$ cat src/rtl/square_writer.sv
// Fills a 16x8 RAM with squares of 4-bit roots, summing successive odd numbers.
// Build option SQUARE_SELF_SEED_EN: use the address itself as the root instead of RDI.
module square_writer (
    input  logic       CLK,
    input  logic       RST,
    input  logic       St,
    input  logic [3:0] RDI,
    output logic [3:0] Addr,
    output logic [7:0] MDO,
    output logic       WE,
    output logic       Busy,
    output logic       Done
);

    typedef enum logic [1:0] {IDLE, LOAD, ACC, WRITE} state_t;

    state_t     state, state_nxt;
    logic [3:0] n, n_nxt;
    logic [3:0] cnt, cnt_nxt;
    logic [7:0] odd, odd_nxt;
    logic [7:0] acc, acc_nxt;
    logic [3:0] addr_nxt;
    logic [7:0] mdo_nxt;
    logic       we_nxt;
    logic       done_nxt;

    always_ff @(posedge CLK or negedge RST) begin
        if (!RST) begin
            state <= IDLE;
            n     <= '0;
            cnt   <= '0;
            odd   <= 8'd1;
            acc   <= '0;
            Addr  <= '0;
            MDO   <= '0;
            WE    <= 1'b0;
            Done  <= 1'b0;
        end else begin
            state <= state_nxt;
            n     <= n_nxt;
            cnt   <= cnt_nxt;
            odd   <= odd_nxt;
            acc   <= acc_nxt;
            Addr  <= addr_nxt;
            MDO   <= mdo_nxt;
            WE    <= we_nxt;
            Done  <= done_nxt;
        end
    end

    always_comb begin
        state_nxt = state;
        n_nxt     = n;
        cnt_nxt   = cnt;
        odd_nxt   = odd;
        acc_nxt   = acc;
        addr_nxt  = Addr;
        mdo_nxt   = MDO;
        we_nxt    = 1'b0;
        done_nxt  = 1'b0;
        case (state)
            IDLE: begin
                if (St)
                    state_nxt = LOAD;
            end
            LOAD: begin
`ifdef SQUARE_SELF_SEED_EN
                n_nxt = Addr;
`else
                n_nxt = RDI;
`endif
                acc_nxt   = '0;
                odd_nxt   = 8'd1;
                cnt_nxt   = '0;
                state_nxt = ACC;
            end
            ACC: begin
                // The n-th partial sum of odd numbers is n squared.
                if (cnt < n) begin
                    acc_nxt = acc + odd;
                    odd_nxt = odd + 8'd2;
                    cnt_nxt = cnt + 4'd1;
                end else begin
                    mdo_nxt   = acc;
                    we_nxt    = 1'b1;
                    state_nxt = WRITE;
                end
            end
            WRITE: begin
                if (Addr == 4'd15) begin
                    addr_nxt  = '0;
                    done_nxt  = 1'b1;
                    state_nxt = IDLE;
                end else begin
                    addr_nxt  = Addr + 4'd1;
                    state_nxt = LOAD;
                end
            end
            default: state_nxt = IDLE;
        endcase
    end

    assign Busy = (state != IDLE);

endmodule
$ cat config.mk
export PLATFORM = sky130hd
export DESIGN_NAME = square_writer
export DESIGN_NICKNAME = d
export VERILOG_FILES = /design/src/rtl/square_writer.sv
export SDC_FILE = /design/constraint.sdc
export NUM_CORES = 1
export LEC_CHECK = 0
export CAP_MARGIN = 20
export CORE_ASPECT_RATIO = 0.5
export CORE_UTILIZATION = 60
export DETAILED_ROUTE_END_ITERATION = 8
export PLACE_DENSITY_LB_ADDON = 0.1
export SETUP_SLACK_MARGIN = 0.1
export SYNTH_ARGS = -nofsm -noshare
export SYNTH_HDL_FRONTEND = slang
export SYNTH_SLANG_ARGS = --single-unit
$ cat constraint.sdc
create_clock -name CLK -period 3.8 [get_ports CLK]
set_clock_uncertainty 0.15 [all_clocks]
set_input_delay 0.95 -clock CLK [delete_from_list [all_inputs] [get_ports CLK]]
set_output_delay 0.95 -clock CLK [all_outputs]
set_load 0.005 [all_outputs]
### Word-level counts from Yosys, hierarchy flattened

Cells that the tools add are included.

| word-level totals | value |
|---|---|
| register bits | 40 |
| input port bits | 7 |
| logic and storage cells | 43 |
| output and inout bits | 15 |

| operators by class | value |
|---|---|
| multiplexer cells | 15 |
| equal/unequal tests | 7 |
| add/subtract/negate cells | 4 |
| bitwise logic cells | 1 |
| reductions and logical operators | 6 |
| order comparisons | 1 |

Operators with widths:

| operator | count |
|---|---|
| one-hot mux 8 bit (2 select lines) | 2 |
| 2-to-1 mux 8 bit | 2 |
| adder 4 x 1 -> 4 bit (second input constant) | 2 |
| adder 8 x 2 -> 8 bit (second input constant) | 1 |
| adder 8 bit | 1 |
| 2-to-1 mux 4 bit | 2 |
| one-hot mux 2 bit (4 select lines) | 1 |
| one-hot mux 4 bit (2 select lines) | 1 |
| inequality test 2 bit (second input constant) | 3 |
| AND reduction 2 bit | 3 |
| 2-to-1 mux 1 bit | 5 |
| == test 2 bit (second input constant) | 2 |
| == test 4 bit (second input constant) | 1 |
| < comparator 4 bit | 1 |
| 2-to-1 mux 2 bit | 2 |
| nonzero test 2 bit | 2 |
| == test 2 x 1 -> 1 bit (second input constant) | 1 |
| zero test 2 bit | 1 |
| NOT 1 bit | 1 |

### Depth between registers and ports, before layout

Gate-level depths: netlist (run 1).

| depth | value |
|---|---|
| depth after elaboration | 3 |
| depth in mapped cells | 8 |
| mapped depth without buffers | 7 |

### Worst setup path before layout (run 1)

OpenSTA, ideal clock, no wires.

| timing path | value |
|---|---|
| path kind | reg2reg |
| from | reg state[0] |
| to | reg acc[2] |
| setup slack | 1.704 ns |
| data arrival time | 1.851 ns |
| buffers on the path | 2 |
| library setup time | 0.096 ns |
| stages on the path, launching flop included | 9 |
| clock period less this slack | 2.096 ns |
| required time | 3.554 ns |
| path through | dfrtp_1 inv_1 ha_1 buf_2 inv_1 o31ai_1 buf_2 nand2_1 o31ai_1 |

| between the ends | value |
|---|---|
| cells in the longest elaborated chain, start to end | 3 |
| elaborated cells on any way between the ends | 6 |
| classes of those cells | eq/ne: 3; mux: 1; reduce/logical: 2 |

Ends and longest elaborated chain:

| element | line | text |
|---|---|---|
| from (decl) | 17 | `state_t state, state_nxt;` |
| from (signal assigned) | 39 | `state <= state_nxt;` |
| == test 2 bit / == test 2 x 1 -> 1 bit (equally long branches) | 61 | `case (state)` |
| inequality test 2 bit (no source line) / nonzero test 2 bit (equally long branches) | -- |  |
| AND reduction 2 bit (no source line) | -- |  |
| to (signal assigned) | 43 | `acc <= acc_nxt;` |
| to (decl) | 21 | `logic [7:0] acc, acc_nxt;` |

Parallel ways exist; a longest one is shown, timed or not.
A chain may end at the register's enable or synchronous reset.

### Worst setup path in the final report (run 1)

| timing path | value |
|---|---|
| from | reg state[0] |
| to | out Busy |

| between the ends | value |
|---|---|
| cells in the longest elaborated chain, start to end | 1 |

Ends and longest elaborated chain:

| element | line | text |
|---|---|---|
| nonzero test 2 bit | 103 | `assign Busy = (state != IDLE);` |
| to (decl) | 11 | `output logic Busy,` |

Every way passes these cells.

==> results of run 1 <==
[worst max-delay path, delay by kind of cell (launching register included)]
family     cells  cell delay, ns
fa+ha+maj      1            0.22
buf+inv        3            0.69
flops          1            0.40
[power by group through the flow]
stage | Clock [µW] | Sequential (µW) | Combinational, µW
floorplan | 0 | 613 | 546
global placement | 0 | 624 | 751
detailed placement | 0 | 628 | 777
CTS | 353 | 621 | 785
global route | 373 | 636 | 872
finish | 346 | 621 | 782
[worst max path at each step]
| stage | cells past startpoint | endpoint | from |
|---|---|---|---|
| 2_1_floorplan | 8 | acc[2] | state[0] |
| 3_3_place_gp | 4 | Busy | state[1] |
| 3_5_place_dp | 7 | cnt[2] | state[0] |
| 4_1_cts | 4 | Busy | state[0] |
| 5_1_grt | 4 | Busy | state[0] |
| 6_report | 4 | Busy | state[0] |
[Yosys cell counts, drive strengths merged (2+ instances only)]
library cell | number | share of area
or4 | 2 | 0.0069
nand2b | 3 | 0.012
mux2 | 12 | 0.062
xnor2 | 3 | 0.012
o21a | 2 | 0.0069
o21ai | 16 | 0.037
a31oi | 3 | 0.0086
a21o | 2 | 0.0069
nand3 | 7 | 0.016
o211ai | 3 | 0.010
or2 | 2 | 0.0057
o22ai | 3 | 0.0086
buf | 2 | 0.0046
ha | 19 | 0.11
dfrtp | 39 | 0.45
a21oi | 5 | 0.011
clkbuf | 2 | 0.0040
o31ai | 6 | 0.021
xor2 | 2 | 0.0080
a211oi | 3 | 0.010
inv | 11 | 0.019
nand2 | 20 | 0.036
a32o | 4 | 0.018
nor2 | 12 | 0.022
[cell type report]
type | instances | area, µm²
sequential | 40 | 1002
multi-input combinational | 147 | 1111
timing repair buffer | 22 | 212.7
clock buffer | 5 | 68.82
clock inverter | 3 | 42.54
tap | 51 | 63.81
inverter | 11 | 41.29
fill | 263 | 910.9
[through the flow]
stage	utilization	total power [µW]	instance area [µm²]
after global routing	0.7362	1881	2542
after detailed placement	0.7040	1405	2431
after floorplan	-	1160	2183
final	0.7362	1749	2542
after global placement	0.7040	1375	2431
after CTS	0.7362	1759	2542
[per-layer routing]
metal,vias up,global-route usage
met5,-,0
met2,59,0.4125
met3,4,0.08582
met1,771,0.3262
met4,0,0.06885
li1,788,-
[cells by family after synthesis]
logic type      after synthesis
compound gates               55
simple gates                 54
flops                        40
fa+ha+maj                    20
buf+inv                      16
mux                          13
xor+xnor                      5
[sequential cells by signal, indices dropped and copies added (netlist names)]
signal / flops
Addr: 4
Done: 1
MDO: 8
WE: 1
acc: 8
cnt: 4
n: 4
odd: 8
state: 2
==> flow_metrics.tcl, run 1 <==
set metrics [dict create \
    worst-slew-pin-transition_ns 0.8750 \
    synthMuxAreaShare 0.06648 \
    place_inst 271 \
    synth_compound_area_frac 0.1805 \
    dr_total_vias 1622 \
    cts_buffer_depth 2 \
    critPathSlowestCell "clkdlybuf4s50_1" \
    final_common_cell "dfrtp_1" \
    rr_worst_depth 7 \
    crit_type "reg -> out" \
    crit_path_end_kind "primary output" \
    cp.required_ns 2.70 \
    cp-start-kind "flop" \
    fmax_ghz 0.3711 \
    timing.hold.ws_ns 0.3564 \
    cp_slowest_stage_delay_ns 0.50 \
    cts_root_buffer "clkbuf_8" \
    tns_ns 0 \
    relSlewSlack 0.4166 \
    pwr-share-seq 0.355 \
    hold_path_class "reg -> reg" \
    synth_ff_type "dfrtp_1" \
    post-dp-hpwl_um 3051 \
    num_rows 15 \
    cts_resized 0 \
    vdd_drop_max_uv 365.0 \
    port-buffer-count 21 \
    yosysWarnings 0 \
    maxCapViolations 0 \
    r2r_slack_ns 1.36 \
    grt_pass1_wl_um 7113 \
    die_x_um 87.31 \
    mostFrequentLayoutCells "dfrtp_1 (39), clkdlybuf4s50_1 (20), nand2_1 (19), ha_1 (19), o21ai_0 (16)" \
    rsz0062_at_grt "false" \
    netlist_area_mm2 0.002183 \
    drv_slew 0 \
    layout-drive-gt1-share 0.1316 \
    synth-simple-area-share 0.1238 \
    drt_iter0_drc 126 \
    clk_pin_slew_ns 0.08 \
    syn-num-nets 230 \
    cts_hold_buf 0 \
    cts_sinks 40 \
    hold-path-endpoint "MDO[0]" \
    grt_usage 0.2522 \
    antenna_found_initial 0 \
    io_pins 22 \
    area_delta_synth_final_pct 16.45 \
    numCtsBuffers 5 \
    die-height_um 44.66 \
    p_int_uw 1068 \
    wl_per_cell_um 15.67 \
    hold_start "MDO[0]" \
    grt_pass1_vias 1543 \
    h-tree-depth 2 \
    start_util 0.6322 \
    fin_nets 254 \
    wl_um 4373 \
    switching_share 0.3890 \
    wl_met3_um 267 \
    synth_xor_xnor_area_share 0.02006 \
    top_layer_used "met4" \
    status "finished, final reports clean" \
    finalSetupViolCount 0 \
    comb_power_share 0.447 \
    final-hold-violation-count 0 \
    core_area_mm2 0.003453 \
    fin_crit_sh 0.7091 \
    antenna_cells 0 \
    worst_slack_ns 1.105 \
    cp_max_fo 5 \
    min_path_cells 1 \
    p_per_area_mw_per_mm2 687.8 \
    p_switching_uw 680.3 \
    worstPathArrival_ns 1.59 \
    async_flop_share 1.000 \
    synth-edff-count 0 \
    ant_nets 0 \
    ys_ff_latch 40 \
    drcViolationCount 0 \
    die_area_mm2 0.003899 \
    layout.cells.non_filler 279 \
    met1_length_um 2098 \
    leakage_uw 0.001154 \
    syn_inst 203 \
    viasPerCell 5.814 \
    preCtsSetupSlack_ns 1.423 \
    r2r_end "cnt[2]" \
    synth_top_family_by_area "compound AO/OA/AOI/OAI gates" \
    globalRoute.totalOverflow 0 \
    avgSynthCellArea_um2 10.76 \
    yosysUniqueCellTypes 49 \
    cp_common_cell "inv_1" \
    pwr-share-clk 0.198 \
    r2r_start "state[0]" \
    yosys.area_share.adder 0.1181 \
    cts_tree "built" \
    gp_congestion 0.8706 \
    crit_path_cell_trace "inv_1, ha_1, inv_1, clkdlybuf4s50_1" \
    clk_latency_ns 0.29 \
    synth_seq_area_share 0.4590 \
    wl_met2_um 1983 \
    grt_max_degree 41 \
    dr.pass1.iters 4 \
    post_cts_buffers 0 \
    fin_crit_ns 2.695 \
]
Note: power is estimated with default switching activity, not from simulation.
==> inputs of run 2 (changes only) <==
CORE_UTILIZATION = 51   (was 60)
clock period = 2.2 ns   (was 3.8 ns; I/O delays follow)
==> flow_metrics.tcl, run 2 (synthesis results as in run 1) <==
set metrics [dict create \
    core_area_mm2 0.004004 \
    r2r_start "odd[4]" \
    port-buffer-count 21 \
    fmax_ghz 0.4733 \
    mostFrequentLayoutCells "dfrtp_1 (37), nand2_1 (19), clkdlybuf4s50_1 (19), buf_4 (16), o21ai_0 (14)" \
    cts_root_buffer "clkbuf_8" \
    grt_pass1_vias 1490 \
    pwr-share-clk 0.161 \
    crit_path_end_kind "flop" \
    drv_slew 0 \
    area_delta_synth_final_pct 27.05 \
    viasPerCell 5.659 \
    dr_total_vias 1692 \
    drcViolationCount 0 \
    reg.largest.list "MDO x8, acc x8, odd x8" \
    wl_um 4835 \
    grt_pass1_wl_um 7238 \
    start_util 0.5453 \
    rr_worst_depth 6 \
    cts_tree "built" \
    numCtsBuffers 5 \
    p_int_uw 2000 \
    crit_path_cell_trace "ha_4, o211ai_1, o211a_1, o21ba_2, or4b_1, nand3_1" \
    num-fill-cells 320 \
    worstPathArrival_ns 2.20 \
    drt_iter0_drc 108 \
    utilization 0.6928 \
    die_x_um 94.53 \
    dr.pass1.iters 4 \
    antenna_cells 0 \
    r2r_end "acc[7]" \
    final-hold-violation-count 0 \
    antenna_found_initial 0 \
    die-height_um 48.27 \
    hold_path_class "in -> async" \
    grt_max_degree 41 \
    p_per_area_mw_per_mm2 1210 \
    cp-start-kind "flop" \
    fin_nets 271 \
    comb_power_share 0.522 \
    crit_family "simple AND/OR/NAND/NOR gates" \
    crit_type "reg -> reg" \
    globalRoute.totalOverflow 0 \
    cp_num_buf_inv 0 \
    finalSetupViolCount 0 \
    vdd_drop_max_uv 506.4 \
    fin_crit_sh 0.9603 \
    num_rows 16 \
    clk_latency_ns 0.30 \
    status "finished, final reports clean" \
    io_pins 22 \
    leakage_uw 0.001244 \
    ant_nets 0 \
    cts_hold_buf 0 \
    cts_sinks 40 \
    critPathSlowestCell "or4b_1" \
    cp.required_ns 2.29 \
    fin_crit_ns 2.113 \
    post-dp-hpwl_um 3179 \
    cts_buffer_depth 2 \
    rsz0062_at_grt "true" \
    grt_usage 0.2208 \
    final_common_cell "dfrtp_1" \
    r2r_slack_ns 0.09 \
    maxCapViolations 0 \
    gp_congestion 0.8407 \
    cp_slowest_stage_delay_ns 0.50 \
    switching_share 0.4043 \
    clk_pin_slew_ns 0.08 \
    p_switching_uw 1357 \
    die_area_mm2 0.004562 \
    cp_max_fo 4 \
    pwr-share-seq 0.316 \
    worst-slew-pin-transition_ns 0.5081 \
    tns_ns 0 \
    layout-drive-gt1-share 0.2653 \
    h-tree-depth 2 \
    wl_per_cell_um 16.17 \
    relSlewSlack 0.6613 \
]
-- run 2: final cells by class --
| cell class | instances | area, µm² | share of cell area |
|---|---|---|---|
| Clock buffer | 8 | 100.1 | 0.03608 |
| Inverter | 11 | 41.29 | 0.01488 |
| Sequential cell | 40 | 1005 | 0.3622 |
| Timing Repair Buffer | 37 | 324.1 | 0.1168 |
| Multi-Input combinational cell | 149 | 1236 | 0.4456 |
| Tap cell | 54 | 67.56 | 0.02436 |
-- run 2: through the flow --
| stage | hold slack [ns] | cells | total power, µW | cell area, µm² | setup WS [ns] |
|---|---|---|---|---|---|
| after floorplan | 0.1044 | 203 | 2003 | 2183 | 0.1036 |
| after global placement | 0.3372 | 283 | 2485 | 2502 | 0.08983 |
| after detailed placement | 0.3446 | 283 | 2559 | 2502 | 0.03551 |
| after CTS | 0.1736 | 296 | 3256 | 2709 | 0.08786 |
| after global routing | 0.1877 | 299 | 3586 | 2774 | 0.02912 |
| final | 0.1498 | 299 | 3357 | 2774 | 0.08739 |
-- run 2: worst max path at each step --
stage,from,end,slack (ns),cells past startpoint
after global placement,cnt[1],MDO[1],0.09,5
after global routing,n[1],acc[7],0.03,7
after CTS,cnt[3],acc[7],0.09,6
final,odd[4],acc[7],0.09,6
after detailed placement,cnt[1],MDO[1],0.04,5
after floorplan,state[0],acc[2],0.10,8
-- run 2: layer usage --
layer / global-route usage / up-vias / share of wire
met3: 0.05607 / 8 / 0.056
met4: 0.07576 / 0 / 0.013
met1: 0.3057 / 815 / 0.49
met5: 0 / - / 0
met2: 0.3478 / 47 / 0.44
li1: - / 822 / -
-- run 2: worst reg2reg max path: cells and delay by family (launching register included) --
family	cells	cell delay [ns]
simple gates	2	0.59
flops	1	0.44
compound gates	3	0.55
fa+ha+maj	1	0.31
-- run 2: repair_timing --
action / CTS / global route
setup endpoints to repair: 14 / 21
setup buffers: 4 / 2
gates resized for setup: 14 / 14
cloned: 1 / 1
pin swaps: 2 / 7
-- run 2: power by group through the flow --
stage               Combinational (µW)  Sequential (µW)  Clock (µW)
finish                            1750             1060         542
detailed placement                1470             1080           0
floorplan                          944             1060           0
global placement                  1410             1070           0
CTS                               1640             1060         553
global route                      1910             1090         588
